--- src/rtl/regfile_dump_if.sv ---
`default_nettype none
// +----------------------------------------------------------------------+
// | regfile_dump_if : control, regfile read and streaming-output bundle    |
// | for regfile_dump.        Revision: 1.0                                 |
// +----------------------------------------------------------------------+
interface regfile_dump_if #(
   parameter int AW = 5,
   parameter int DW = 32
);
   logic          start;
   logic [AW-1:0] first_addr;
   logic [AW-1:0] last_addr;
   logic          busy;
   logic          done;
   logic [AW-1:0] ra1;
   logic [AW-1:0] ra2;
   logic [DW-1:0] rd1;
   logic [DW-1:0] rd2;
   logic          out_valid;
   logic          out_ready;
   logic [DW-1:0] out_data;
   logic [AW-1:0] out_addr;
   logic          out_last;

   modport master (
      output start, first_addr, last_addr, rd1, rd2, out_ready,
      input  busy, done, ra1, ra2, out_valid, out_data, out_addr, out_last
   );

   modport slave (
      input  start, first_addr, last_addr, rd1, rd2, out_ready,
      output busy, done, ra1, ra2, out_valid, out_data, out_addr, out_last
   );
endinterface
`default_nettype wire

--- src/rtl/regfile_dump.sv ---
`default_nettype none
// +----------------------------------------------------------------------+
// | regfile_dump : walks a register range two at a time over both read     |
// | ports and streams each word out on valid/ready.                        |
// | Optional trailing XOR checksum word: REGFILE_DUMP_CHECKSUM_EN          |
// | Revision: 1.0                                                          |
// +----------------------------------------------------------------------+
module regfile_dump #(
   parameter int AW = 5,
   parameter int DW = 32
) (
   input  logic          clock,
   input  logic          reset,
   regfile_dump_if.slave bus
);

`ifdef REGFILE_DUMP_CHECKSUM_EN
   typedef enum logic [2:0] {
      S_IDLE  = 3'd0,
      S_FETCH = 3'd1,
      S_SEND0 = 3'd2,
      S_SEND1 = 3'd3,
      S_CSUM  = 3'd4,
      S_DONE  = 3'd5
   } state_t;
   localparam bit MARK_LAST = 1'b0;
`else
   typedef enum logic [2:0] {
      S_IDLE  = 3'd0,
      S_FETCH = 3'd1,
      S_SEND0 = 3'd2,
      S_SEND1 = 3'd3,
      S_DONE  = 3'd5
   } state_t;
   localparam bit MARK_LAST = 1'b1;
`endif

   state_t        state_q, state_d;
   logic [AW-1:0] ptr_q, ptr_d;
   logic [AW-1:0] last_q, last_d;
   logic [DW-1:0] buf1_q, buf1_d;
   logic [AW-1:0] ra1_q, ra1_d;
   logic [AW-1:0] ra2_q, ra2_d;
   logic          out_valid_q, out_valid_d;
   logic [DW-1:0] out_data_q, out_data_d;
   logic [AW-1:0] out_addr_q, out_addr_d;
   logic          out_last_q, out_last_d;
   logic          busy_q, busy_d;
   logic          done_q, done_d;
`ifdef REGFILE_DUMP_CHECKSUM_EN
   logic [DW-1:0] csum_q, csum_d;
`endif

   logic          accept;
   logic          finish;
   logic [AW-1:0] ptr_p1;
   logic [AW-1:0] ptr_p2;
   logic [AW-1:0] ptr_p3;

   assign accept = out_valid_q & bus.out_ready;
   assign ptr_p1 = ptr_q + AW'(1);
   assign ptr_p2 = ptr_q + AW'(2);
   assign ptr_p3 = ptr_q + AW'(3);

   always_comb begin
      state_d     = state_q;
      ptr_d       = ptr_q;
      last_d      = last_q;
      buf1_d      = buf1_q;
      ra1_d       = ra1_q;
      ra2_d       = ra2_q;
      out_valid_d = out_valid_q;
      out_data_d  = out_data_q;
      out_addr_d  = out_addr_q;
      out_last_d  = out_last_q;
      busy_d      = busy_q;
      done_d      = 1'b0;
      finish      = 1'b0;
`ifdef REGFILE_DUMP_CHECKSUM_EN
      csum_d      = csum_q;
`endif

      case (state_q)
         S_IDLE: begin
            if (bus.start) begin
               last_d = bus.last_addr;
               if (bus.first_addr > bus.last_addr) begin
                  done_d  = 1'b1;
                  state_d = S_DONE;
               end else begin
                  ptr_d   = bus.first_addr;
                  ra1_d   = bus.first_addr;
                  // Port 2 never addresses past the end of the range.
                  ra2_d   = (bus.first_addr < bus.last_addr) ?
                            bus.first_addr + AW'(1) : bus.first_addr;
                  busy_d  = 1'b1;
                  state_d = S_FETCH;
`ifdef REGFILE_DUMP_CHECKSUM_EN
                  csum_d  = '0;
`endif
               end
            end
         end

         S_FETCH: begin
            out_valid_d = 1'b1;
            out_data_d  = bus.rd1;
            buf1_d      = bus.rd2;
            out_addr_d  = ptr_q;
            out_last_d  = MARK_LAST && (ptr_q == last_q);
            state_d     = S_SEND0;
         end

         S_SEND0: begin
            if (accept) begin
`ifdef REGFILE_DUMP_CHECKSUM_EN
               csum_d = csum_q ^ out_data_q;
`endif
               if (ptr_q == last_q) begin
                  finish = 1'b1;
               end else begin
                  out_data_d = buf1_q;
                  out_addr_d = ptr_p1;
                  out_last_d = MARK_LAST && (ptr_p1 == last_q);
                  state_d    = S_SEND1;
               end
            end
         end

         S_SEND1: begin
            if (accept) begin
`ifdef REGFILE_DUMP_CHECKSUM_EN
               csum_d = csum_q ^ out_data_q;
`endif
               if (ptr_p1 == last_q) begin
                  finish = 1'b1;
               end else begin
                  ptr_d       = ptr_p2;
                  ra1_d       = ptr_p2;
                  ra2_d       = (ptr_p2 < last_q) ? ptr_p3 : ptr_p2;
                  out_valid_d = 1'b0;
                  out_last_d  = 1'b0;
                  state_d     = S_FETCH;
               end
            end
         end

`ifdef REGFILE_DUMP_CHECKSUM_EN
         S_CSUM: begin
            if (accept) begin
               out_valid_d = 1'b0;
               out_last_d  = 1'b0;
               busy_d      = 1'b0;
               done_d      = 1'b1;
               state_d     = S_DONE;
            end
         end
`endif

         S_DONE: begin
            state_d = S_IDLE;
         end

         default: begin
            state_d = S_IDLE;
         end
      endcase

      if (finish) begin
`ifdef REGFILE_DUMP_CHECKSUM_EN
         // The running XOR plus the word just accepted is the full checksum.
         out_data_d = csum_q ^ out_data_q;
         out_addr_d = '0;
         out_last_d = 1'b1;
         state_d    = S_CSUM;
`else
         out_valid_d = 1'b0;
         out_last_d  = 1'b0;
         busy_d      = 1'b0;
         done_d      = 1'b1;
         state_d     = S_DONE;
`endif
      end
   end

   always_ff @(posedge clock or posedge reset) begin
      if (reset) begin
         state_q     <= S_IDLE;
         ptr_q       <= '0;
         last_q      <= '0;
         buf1_q      <= '0;
         ra1_q       <= '0;
         ra2_q       <= '0;
         out_valid_q <= 1'b0;
         out_data_q  <= '0;
         out_addr_q  <= '0;
         out_last_q  <= 1'b0;
         busy_q      <= 1'b0;
         done_q      <= 1'b0;
`ifdef REGFILE_DUMP_CHECKSUM_EN
         csum_q      <= '0;
`endif
      end else begin
         state_q     <= state_d;
         ptr_q       <= ptr_d;
         last_q      <= last_d;
         buf1_q      <= buf1_d;
         ra1_q       <= ra1_d;
         ra2_q       <= ra2_d;
         out_valid_q <= out_valid_d;
         out_data_q  <= out_data_d;
         out_addr_q  <= out_addr_d;
         out_last_q  <= out_last_d;
         busy_q      <= busy_d;
         done_q      <= done_d;
`ifdef REGFILE_DUMP_CHECKSUM_EN
         csum_q      <= csum_d;
`endif
      end
   end

   assign bus.busy      = busy_q;
   assign bus.done      = done_q;
   assign bus.ra1       = ra1_q;
   assign bus.ra2       = ra2_q;
   assign bus.out_valid = out_valid_q;
   assign bus.out_data  = out_data_q;
   assign bus.out_addr  = out_addr_q;
   assign bus.out_last  = out_last_q;

endmodule
`default_nettype wire

--- src/flat_wrapper.sv ---
// flat-port wrapper written by rule: the top's interface ports become plain ports
module regfile_dump_flat 
#(
   parameter int AW = 5,
   parameter int DW = 32
)
  (clock, reset, bus_start, bus_first_addr, bus_last_addr, bus_rd1, bus_rd2, bus_out_ready, bus_busy, bus_done, bus_ra1, bus_ra2, bus_out_valid, bus_out_data, bus_out_addr, bus_out_last);
  regfile_dump_if #(.AW(AW), .DW(DW)) bus_i ();
  input  logic clock;
  input  logic reset;
  input wire logic [$bits(bus_i.start)-1:0] bus_start;
  input wire logic [$bits(bus_i.first_addr)-1:0] bus_first_addr;
  input wire logic [$bits(bus_i.last_addr)-1:0] bus_last_addr;
  input wire logic [$bits(bus_i.rd1)-1:0] bus_rd1;
  input wire logic [$bits(bus_i.rd2)-1:0] bus_rd2;
  input wire logic [$bits(bus_i.out_ready)-1:0] bus_out_ready;
  output wire logic [$bits(bus_i.busy)-1:0] bus_busy;
  output wire logic [$bits(bus_i.done)-1:0] bus_done;
  output wire logic [$bits(bus_i.ra1)-1:0] bus_ra1;
  output wire logic [$bits(bus_i.ra2)-1:0] bus_ra2;
  output wire logic [$bits(bus_i.out_valid)-1:0] bus_out_valid;
  output wire logic [$bits(bus_i.out_data)-1:0] bus_out_data;
  output wire logic [$bits(bus_i.out_addr)-1:0] bus_out_addr;
  output wire logic [$bits(bus_i.out_last)-1:0] bus_out_last;
  assign bus_i.start = bus_start;
  assign bus_i.first_addr = bus_first_addr;
  assign bus_i.last_addr = bus_last_addr;
  assign bus_i.rd1 = bus_rd1;
  assign bus_i.rd2 = bus_rd2;
  assign bus_i.out_ready = bus_out_ready;
  assign bus_busy = bus_i.busy;
  assign bus_done = bus_i.done;
  assign bus_ra1 = bus_i.ra1;
  assign bus_ra2 = bus_i.ra2;
  assign bus_out_valid = bus_i.out_valid;
  assign bus_out_data = bus_i.out_data;
  assign bus_out_addr = bus_i.out_addr;
  assign bus_out_last = bus_i.out_last;
  regfile_dump #(.AW(AW), .DW(DW)) u_core (.clock(clock), .reset(reset), .bus(bus_i));
endmodule
--- config.mk ---
export PLATFORM = sky130hd
export DESIGN_NAME = regfile_dump_flat
export DESIGN_NICKNAME = d
export VERILOG_FILES = /design/src/rtl/regfile_dump_if.sv /design/src/rtl/regfile_dump.sv /design/src/flat_wrapper.sv
export SDC_FILE = /design/constraint.sdc
export NUM_CORES = 1
export LEC_CHECK = 0
export CAP_MARGIN = 5
export CORE_MARGIN = 10
export CORE_UTILIZATION = 44
export DETAILED_ROUTE_END_ITERATION = 12
export GPL_ROUTABILITY_DRIVEN = 0
export PLACE_DENSITY = 0.75
export REMOVE_ABC_BUFFERS = 1
export SLEW_MARGIN = 20
export SYNTH_ARGS = -nofsm -noshare
export SYNTH_HDL_FRONTEND = slang
export SYNTH_SLANG_ARGS = --single-unit
--- constraint.sdc ---
create_clock -name clock -period 2.81 [get_ports clock]
set_input_delay 0.281 -clock clock [delete_from_list [all_inputs] [get_ports clock]]
set_output_delay 0.281 -clock clock [all_outputs]
set_load 0.05 [all_outputs]
* After elaboration in Yosys (flattened, before gate mapping)
Index checks and enable logic that the tools add are counted.
** Word-level totals
- Input port bits :: 78
- Logic and storage cells :: 97
- Flip-flop bits (word level) :: 91
- Output and inout bits :: 51
** Cells by class
- Eq/ne operators :: 17
- Bitwise operators :: 1
- Reduce and logical (&&, ||, !) cells :: 14
- Add/subtract/negate cells :: 4
- Order comparisons :: 3
- Mux-type cells :: 47
** Operators with widths (number)
- two-way mux 32 bit :: 2
- one-hot mux 32 bit (2 select lines) :: 1
- two-way mux 5 bit :: 12
- one-hot mux 5 bit (2 select lines) :: 3
- two-way mux 3 bit :: 7
- two-way mux 1 bit :: 18
- AND reduction 5 bit :: 3
- one-hot mux 3 bit (4 select lines) :: 1
- adder 5 x 1 -> 5 bit (second input constant) :: 2
- adder 5 x 2 -> 5 bit (second input constant) :: 2
- == test 5 bit :: 2
- less-than comparator 5 bit :: 2
- != test 3 x 2 -> 1 bit (second input constant) :: 3
- AND reduction 3 bit :: 3
- != test 2 bit (second input constant) :: 4
- nonzero test 2 bit :: 4
- == test 3 x 2 -> 1 bit (second input constant) :: 2
- != test 2 x 1 -> 1 bit (second input constant) :: 3
- != test 3 x 1 -> 1 bit (second input constant) :: 2
- > comparator 5 bit :: 1
- one-hot mux 1 bit (2 select lines) :: 2
- nonzero test 4 bit :: 1
- == test 3 x 1 -> 1 bit (second input constant) :: 1
- logical NOT 3 bit :: 1
- 4 further kinds :: 4

* Depth between registers and ports, before layout
Gate-level depths: netlist (run 1).
- Depth after elaboration :: 7
- Mapped depth :: 10
- Mapped depth without buffers :: 10

* Worst setup path after synthesis (run 1)
No wires, ideal clock.
- Kind :: flip-flop to flip-flop
- Start point :: register u_core.ptr_q[1]
- End point :: register u_core.ra2_q[4], in the netlist u_core.bus.ra2[4]
- Setup time :: 0.121 ns
- Path slack :: -0.023 ns
- Arrival :: 2.712 ns
- Period minus slack after synthesis :: 2.833 ns
- Data required time :: 2.689 ns
- Buffers on the path :: 0
- Cell stages (with the launch flop) :: 11
- Cell sequence :: dfrtp_1 > inv_1 > ha_1 > inv_1 > ha_1 > a21oi_1 > o21ai_0 > a31oi_1 > mux2i_1 > mux2i_1 > a22o_2
** Between the ends
- Longest elaborated chain between the ends :: 6
- Elaborated cells on any way between the ends :: 11
- Those cells by class :: 3 x add/sub; 1 x order compare; 2 x eq/ne; 4 x mux; 1 x reduce/logical
** Ends and longest elaborated chain
- start, declared :: RTL line regfile_dump.sv:39 : logic [AW-1:0] ptr_q, ptr_d;
- start signal, assigned :: RTL line regfile_dump.sv:205 : ptr_q <= ptr_d;
- adder 5 x 2 -> 5 bit :: RTL line regfile_dump.sv:62 : assign ptr_p2 = ptr_q + AW'(2);
- less-than comparator 5 bit :: RTL line regfile_dump.sv:140 : ra2_d = (ptr_p2 < last_q) ? ptr_p3 : ptr_p2;
- two-way mux 5 bit :: RTL line regfile_dump.sv:140
- two-way mux 5 bit :: RTL line regfile_dump.sv:135 : if (ptr_p1 == last_q) begin
- two-way mux 5 bit :: RTL line regfile_dump.sv:131 : if (accept) begin
- one-hot mux 5 bit (2 select lines) :: RTL line regfile_dump.sv:83 : case (state_q)
- end signal, assigned :: RTL line regfile_dump.sv:209 : ra2_q <= ra2_d;
- end, declared :: RTL line regfile_dump.sv:43 : logic [AW-1:0] ra2_q, ra2_d;
Several ways; a longest one is shown, not always the timed one. The select of a mux whose other input is x is not followed.
A chain may end at the register's enable or synchronous reset.

* Final worst setup path (run 1)
- Start point :: register u_core.ptr_q[1]
- End point :: register u_core.ra2_q[1], in the netlist u_core.bus.ra2[1]
Same word-level chain as after synthesis.

==> metrics, run 1 <==
status finished, final reports clean; CP Launch Type flip-flop; CTS Hold Buffers Added 0; hold_ws 0.2017 ns; NetSw 3635 uW; setup TNS 0 ns; Setup Skew 0.007077 ns; Max Cap Viol 0; Arrival @ worst endpoint 2.84 ns; Internal Power 4385 uW; min-delay worst type input pin to async pin; Final Hold Viols 0; setup ws final 0.2509 ns; PwrDens 1282 nW/um2; CTS Sinks 91; Worst Path Max Fanout 8; Final period util 91.07%; Syn Area/Cell 11.01 um2; Core Rows 37; First-pass DRT Iterations 4; initial antenna violation count 0; critical path class flip-flop to flip-flop; Net Sw Frac 45.33%; CP endpoint kind flip-flop; max-slew violations 0; worst path required time 3.09 ns; ys async rst share 100.0%; commonest non-fill, non-tap cell in the layout clkdlybuf4s50_1; HPWL after DPL 8.871 mm; n_diodes 0; Top FF cell, synth dfrtp_1; largest net degree at the start of global routing 55; first-pass GRT wire length 19.19 mm; minimum clock period 2.559 ns; Seq pwr share 29.9%; Final ANT Viol Nets 0; cell count after synthesis 417; worst skew pair latency 0.36 ns; total CTS buffers 9; Core Footprint 10230 um2; Netlist cell types 49; RSZ-0062 raised after global routing false; IO Port Bufs 128; CTS H-tree lvls 3; die area 14920 um2; clk slew on worst S/H paths 0.09 ns; Area Growth Syn to Fin 36.21%; layout cell share with drive strength beyond 1 14.39%; Clk pwr share 12.5%; worst vdd ir 0.6586 mV; total of warnings raised by yosys 0; vias in the first global route 3835; number of synthesized flops with an enable pin 0; Starting DRT DRC Count 170; vias 3451; DR WL/cell 16.98 um; # IOs 129; most frequent cells in the layout 128 x clkdlybuf4s50_1, 90 x dfrtp_1, 57 x nand2_1; CTS tree done; actual slew at the worst max-slew pin 0.5480 ns; endpoints failing setup 0; DRT Wirelength 11.63 mm; DIE WIDTH 122.2 um; Comb pwr share 57.6%; Slew HR 63.35%; DRC 0; area of the mapped netlist 4592 um2; synthesized flop and latch total 91; Die Y 122.2 um; dpl ws 0.1973 ns; initial core utilization 44.88%; vias per cell 5.038; sequential area share after synthesis 49.59%; Root Buffer clkbuf_8; Tot GR Track Use 16.01%; P_leak 0.002744 uW; maximum clock rate 390.8 MHz; clk buf depth 2; total grt overflow 0; # nets final 637
==> power groups by stage <==
| stage | sequential (uW) | combinational [uW] | clock, uW |
|---|---|---|---|
| after floorplan | 3500 | 2020 | 0 |
| after global placement | 2390 | 4560 | 0 |
| after detailed placement | 2420 | 4660 | 0 |
| after CTS | 2400 | 4680 | 1020 |
| after global routing | 2490 | 4980 | 1080 |
| final | 2400 | 4620 | 1000 |
==> worst max-delay path: stages (launching register included) <==
cell	delay, ns
dfrtp_2	0.45
inv_1	0.11
ha_1	0.34
inv_1	0.05
ha_1	0.29
a21oi_1	0.16
o21ai_0	0.11
a31oi_1	0.28
buf_4	0.20
mux2i_1	0.20
o21ai_0	0.10
o21ai_0	0.19
==> final cells by class <==
class	count	area [um2]
Fill cell	842	3976
Sequential cell	91	2278
Multi-Input combinational cell	284	2098
Timing Repair Buffer	141	1416
Tap cell	136	170.2
Clock buffer	11	151.4
Clock inverter	5	75.07
Inverter	17	65.06
==> state kept, by name (all words and copies together) (netlist names) <==
| name | cells |
|---|---|
| u_core.buf1_q | 32 |
| u_core.bus.busy | 1 |
| u_core.bus.done | 1 |
| u_core.bus.out_addr | 5 |
| u_core.bus.out_data | 32 |
| u_core.bus.out_last | 1 |
| u_core.bus.out_valid | 1 |
| u_core.bus.ra2 | 5 |
| u_core.last_q | 5 |
| u_core.ptr_q | 5 |
| u_core.state_q | 3 |
==> per-stage QoR <==
| stage | total power [uW] | utilization, % | std cells | cell area [um2] |
|---|---|---|---|---|
| floorplan | 5526 | - | 392 | 4405 |
| global placement | 6945 | 58.91 | 669 | 6027 |
| detailed placement | 7085 | 58.91 | 669 | 6027 |
| CTS | 8105 | 61.12 | 685 | 6254 |
| global route | 8553 | 61.13 | 685 | 6255 |
| finish | 8020 | 61.13 | 685 | 6255 |
==> cell usage after synthesis, types with 6 or more instances <==
master | instances | area [um2]
dfrtp_1 | 91 | 2277
nand2_1 | 57 | 214.0
o21ai_0 | 51 | 255.2
mux2i_1 | 40 | 400.4
mux2_2 | 35 | 394.1
inv_1 | 17 | 63.81
ha_1 | 15 | 187.7
nor2_1 | 13 | 48.80
buf_2 | 12 | 60.06
xor2_1 | 10 | 87.58
a21oi_1 | 9 | 45.04
xnor2_1 | 8 | 70.07
nand3_1 | 6 | 30.03
==> metal layers <==
metal | GRT usage, % | part of all wire (%) | wire length [um]
met2 | 26.24 | 48 | 5605
met3 | 6.105 | 8.1 | 943
met5 | 0 | 0 | 0
met4 | 5.744 | 1.1 | 128
met1 | 18.79 | 43 | 4950
==> logic make-up (layout without fill, tap and decap cells) <==
logic type      after synthesis  after routing  share of synthesized area, %
flops                        91             91                         49.59
fa+ha+maj                    15             15                         4.087
xor+xnor                     19             19                         4.033
compound gates               78             78                         9.837
simple gates                 97             97                         9.701
mux                          75             75                         17.30
buf+inv                      42            174                         5.450
==> final timing paths <==
kind,start,to,slack (ns),cells past startpoint
min reg2reg,u_core.bus.out_data[3],u_core.bus.out_data[3],0.48,2
min,reset,u_core.buf1_q[4],0.20,2
max in group asynchronous,reset,u_core.ptr_q[1],1.87,3
min in group clock,u_core.bus.out_data[3],u_core.bus.out_data[3],0.48,2
max reg2reg,u_core.ptr_q[1],u_core.bus.ra2[1],0.25,11
max,u_core.ptr_q[1],u_core.bus.ra2[1],0.25,11
==> repair_timing <==
action                     in CTS  in global routing
buffers inserted                0                  0
setup endpoints to repair       0                  1
gates resized for setup         0                  1
No activity file was read; power rests on OpenSTA's default activity.
==> run 2, diff against run 1 <==
CAP_MARGIN = not set   (was 5)
GPL_TIMING_DRIVEN = 0   (was not set)
==> metrics, run 2 (synthesized netlist as in run 1, its figures left out) <==
initial antenna violation count 0 (unchanged); n_diodes 0 (unchanged); Max Cap Viol 0 (unchanged); initial core utilization 44.88% (unchanged); # nets final 637 (unchanged); Reg2Reg Setup Slack 0.18 ns (was 0.25 ns); Arrival @ worst endpoint 2.89 ns (was 2.84 ns); Worst Path Max Fanout 12 (was 8); Post-DP Area 6050 um2 (was 6027 um2); Slowest-stage cell, CP dfrtp_1 (was dfrtp_2); Setup Skew 0.007936 ns (was 0.007077 ns); endpoints failing setup 0 (unchanged); critical path class flip-flop to flip-flop (unchanged); DR WL/cell 16.67 um (was 16.98 um); DIE WIDTH 122.2 um (unchanged); final core occ 61.61% (was 61.13%); CTS H-tree lvls 3 (unchanged); total power draw 8079 uW (was 8020 uW); Final ANT Viol Nets 0 (unchanged); Starting DRT DRC Count 126 (was 170); most frequent cells in the layout 128 x clkdlybuf4s50_1, 89 x dfrtp_1, 57 x nand2_1 (was 128 x clkdlybuf4s50_1, 90 x dfrtp_1, 57 x nand2_1); min-delay worst type input pin to async pin (unchanged); Worst Reg2Reg Path Length in Cells 7 (was 11); P_leak 0.002747 uW (was 0.002744 uW); DRC 0 (unchanged); worst path cell trace inv_1 -> ha_1 -> xor2_1 -> nor2_1 -> or4b_4 -> a21oi_4 -> mux2_2 (was inv_1 -> ha_1 -> inv_1 -> ha_1 -> a21oi_1 -> o21ai_0 -> a31oi_1 -> buf_4 -> mux2i_1 -> o21ai_0 -> o21ai_0); DRT Wirelength 11.42 mm (was 11.63 mm); CTS Sinks 91 (unchanged); Design Area, Final 6304 um2 (was 6255 um2); Core Rows 37 (unchanged); IO Port Bufs 128 (unchanged); Reg-to-Reg Start u_core.ptr_q[0] (was u_core.ptr_q[1]); worst skew pair latency 0.36 ns (about the same); commonest non-fill, non-tap cell in the layout clkdlybuf4s50_1 (unchanged); clk buf depth 2 (unchanged); Top delay family on crit path simple AND/OR/NAND/NOR gates (was compound AO/OA/AOI/OAI gates); total CTS buffers 9 (unchanged); minimum clock period 2.635 ns (was 2.559 ns); hold_ws 0.3454 ns (was 0.2017 ns); # IOs 129 (unchanged); RSZ-0062 raised after global routing false (unchanged); vias 3412 (was 3451); Root Buffer clkbuf_8 (unchanged); max-slew violations 0 (unchanged); Die Y 122.2 um (unchanged); CP endpoint kind flip-flop (unchanged); Slew HR 43.93% (was 63.35%); CP max stage delay 0.51 ns (was 0.45 ns); CP bufs+invs 1 (was 3); status finished, final reports clean (unchanged); maximum clock rate 379.5 MHz (was 390.8 MHz); worst vdd ir 0.5711 mV (was 0.6586 mV); clk slew on worst S/H paths 0.09 ns (about the same); dpl ws -0.1566 ns (was 0.1973 ns); R2R Path End u_core.ptr_q[4] (was u_core.bus.ra2[1]); Core Footprint 10230 um2 (unchanged); largest net degree at the start of global routing 47 (was 55); die area 14920 um2 (unchanged); Tot GR Track Use 15.43% (was 16.01%); vias in the first global route 3552 (was 3835); CTS tree done (unchanged); Area Growth Syn to Fin 37.28% (was 36.21%); HPWL after DPL 8.693 mm (was 8.871 mm); layout cell share with drive strength beyond 1 14.75% (was 14.39%); First-pass DRT Iterations 4 (unchanged); setup ws final 0.1751 ns (was 0.2509 ns); worst path required time 3.06 ns (was 3.09 ns); first-pass GRT wire length 18.32 mm (was 19.19 mm); vias per cell 4.981 (was 5.038); PwrDens 1282 nW/um2 (about the same); total grt overflow 0 (unchanged); Final period util 93.77% (was 91.07%); CP Launch Type flip-flop (unchanged); Final Hold Viols 0 (unchanged); actual slew at the worst max-slew pin 0.8389 ns (was 0.5480 ns)
==> run 2: cell types whose count changed in the layout (fill, tap and decap cells not counted), moves of 2 or more <==
cell      previous run  this run
clkinv_2             4         2
buf_4               10         7
buf_16               0         4
clkbuf_8            11         9
==> run 2: how the worst max path moves through the flow <==
stage                      start                      to  slack [ns]  cells after the start
2_1_floorplan  u_core.state_q[2]  u_core.bus.out_addr[0]       -3.08                      5
3_3_place_gp   u_core.state_q[2]  u_core.bus.out_data[3]       -6.03                      5
3_5_place_dp   bus_first_addr[3]         u_core.ptr_q[4]       -0.16                      7
4_1_cts          u_core.ptr_q[1]       u_core.bus.ra2[4]        0.05                     10
5_1_grt          u_core.ptr_q[1]       u_core.bus.ra2[2]        0.04                     11
6_report         u_core.ptr_q[0]         u_core.ptr_q[4]        0.18                      7
==> run 2: power breakdown <==
part           switching (uW)  internal [uW]  total (uW)  leakage [uW]
clock                     479            414         892     0.0000966
combinational            2710           2040        4760       0.00154
sequential                480           1950        2430       0.00111
==> run 2: through the flow <==
stage / TNS, ns / std cells
detailed placement: -0.4809 / 662
floorplan: -114.74 / 392
CTS: 0 / 678
global route: 0 / 685
global placement: -357.76 / 656
finish: 0 / 685
==> run 2: layout make-up <==
type / instances / area [um2]
repair buffers: 141 / 1484
inverters: 17 / 66.31
fillers: 838 / 3928
well taps: 136 / 170.2
clock buffers: 10 / 127.6
flip-flops and latches: 91 / 2280
multi-input cells: 284 / 2111
clock inverters: 6 / 65.06
==> run 2: metal layers <==
metal | track usage, % | routed length [um]
met3 | 7.077 | 1048
met5 | 0 | 0
met4 | 4.197 | 91
met2 | 25.13 | 5620
met1 | 18.03 | 4658
==> run 2: timing repair <==
| action | CTS | global route |
|---|---|---|
| buffers inserted | 0 | 7 |
| endpoints found under the setup margin | 2 | 5 |
| resized for setup | 1 | 2 |
| pin swaps | 0 | 2 |
| hold buffers | 0 | 0 |
==> run 2: worst register-to-register path, stage by stage, from the launching register on <==
cell and delay, ns:
dfrtp_1 0.51, inv_1 0.15, ha_1 0.38, xor2_1 0.17
nor2_1 0.09, or4b_4 0.50, a21oi_4 0.35, mux2_2 0.38
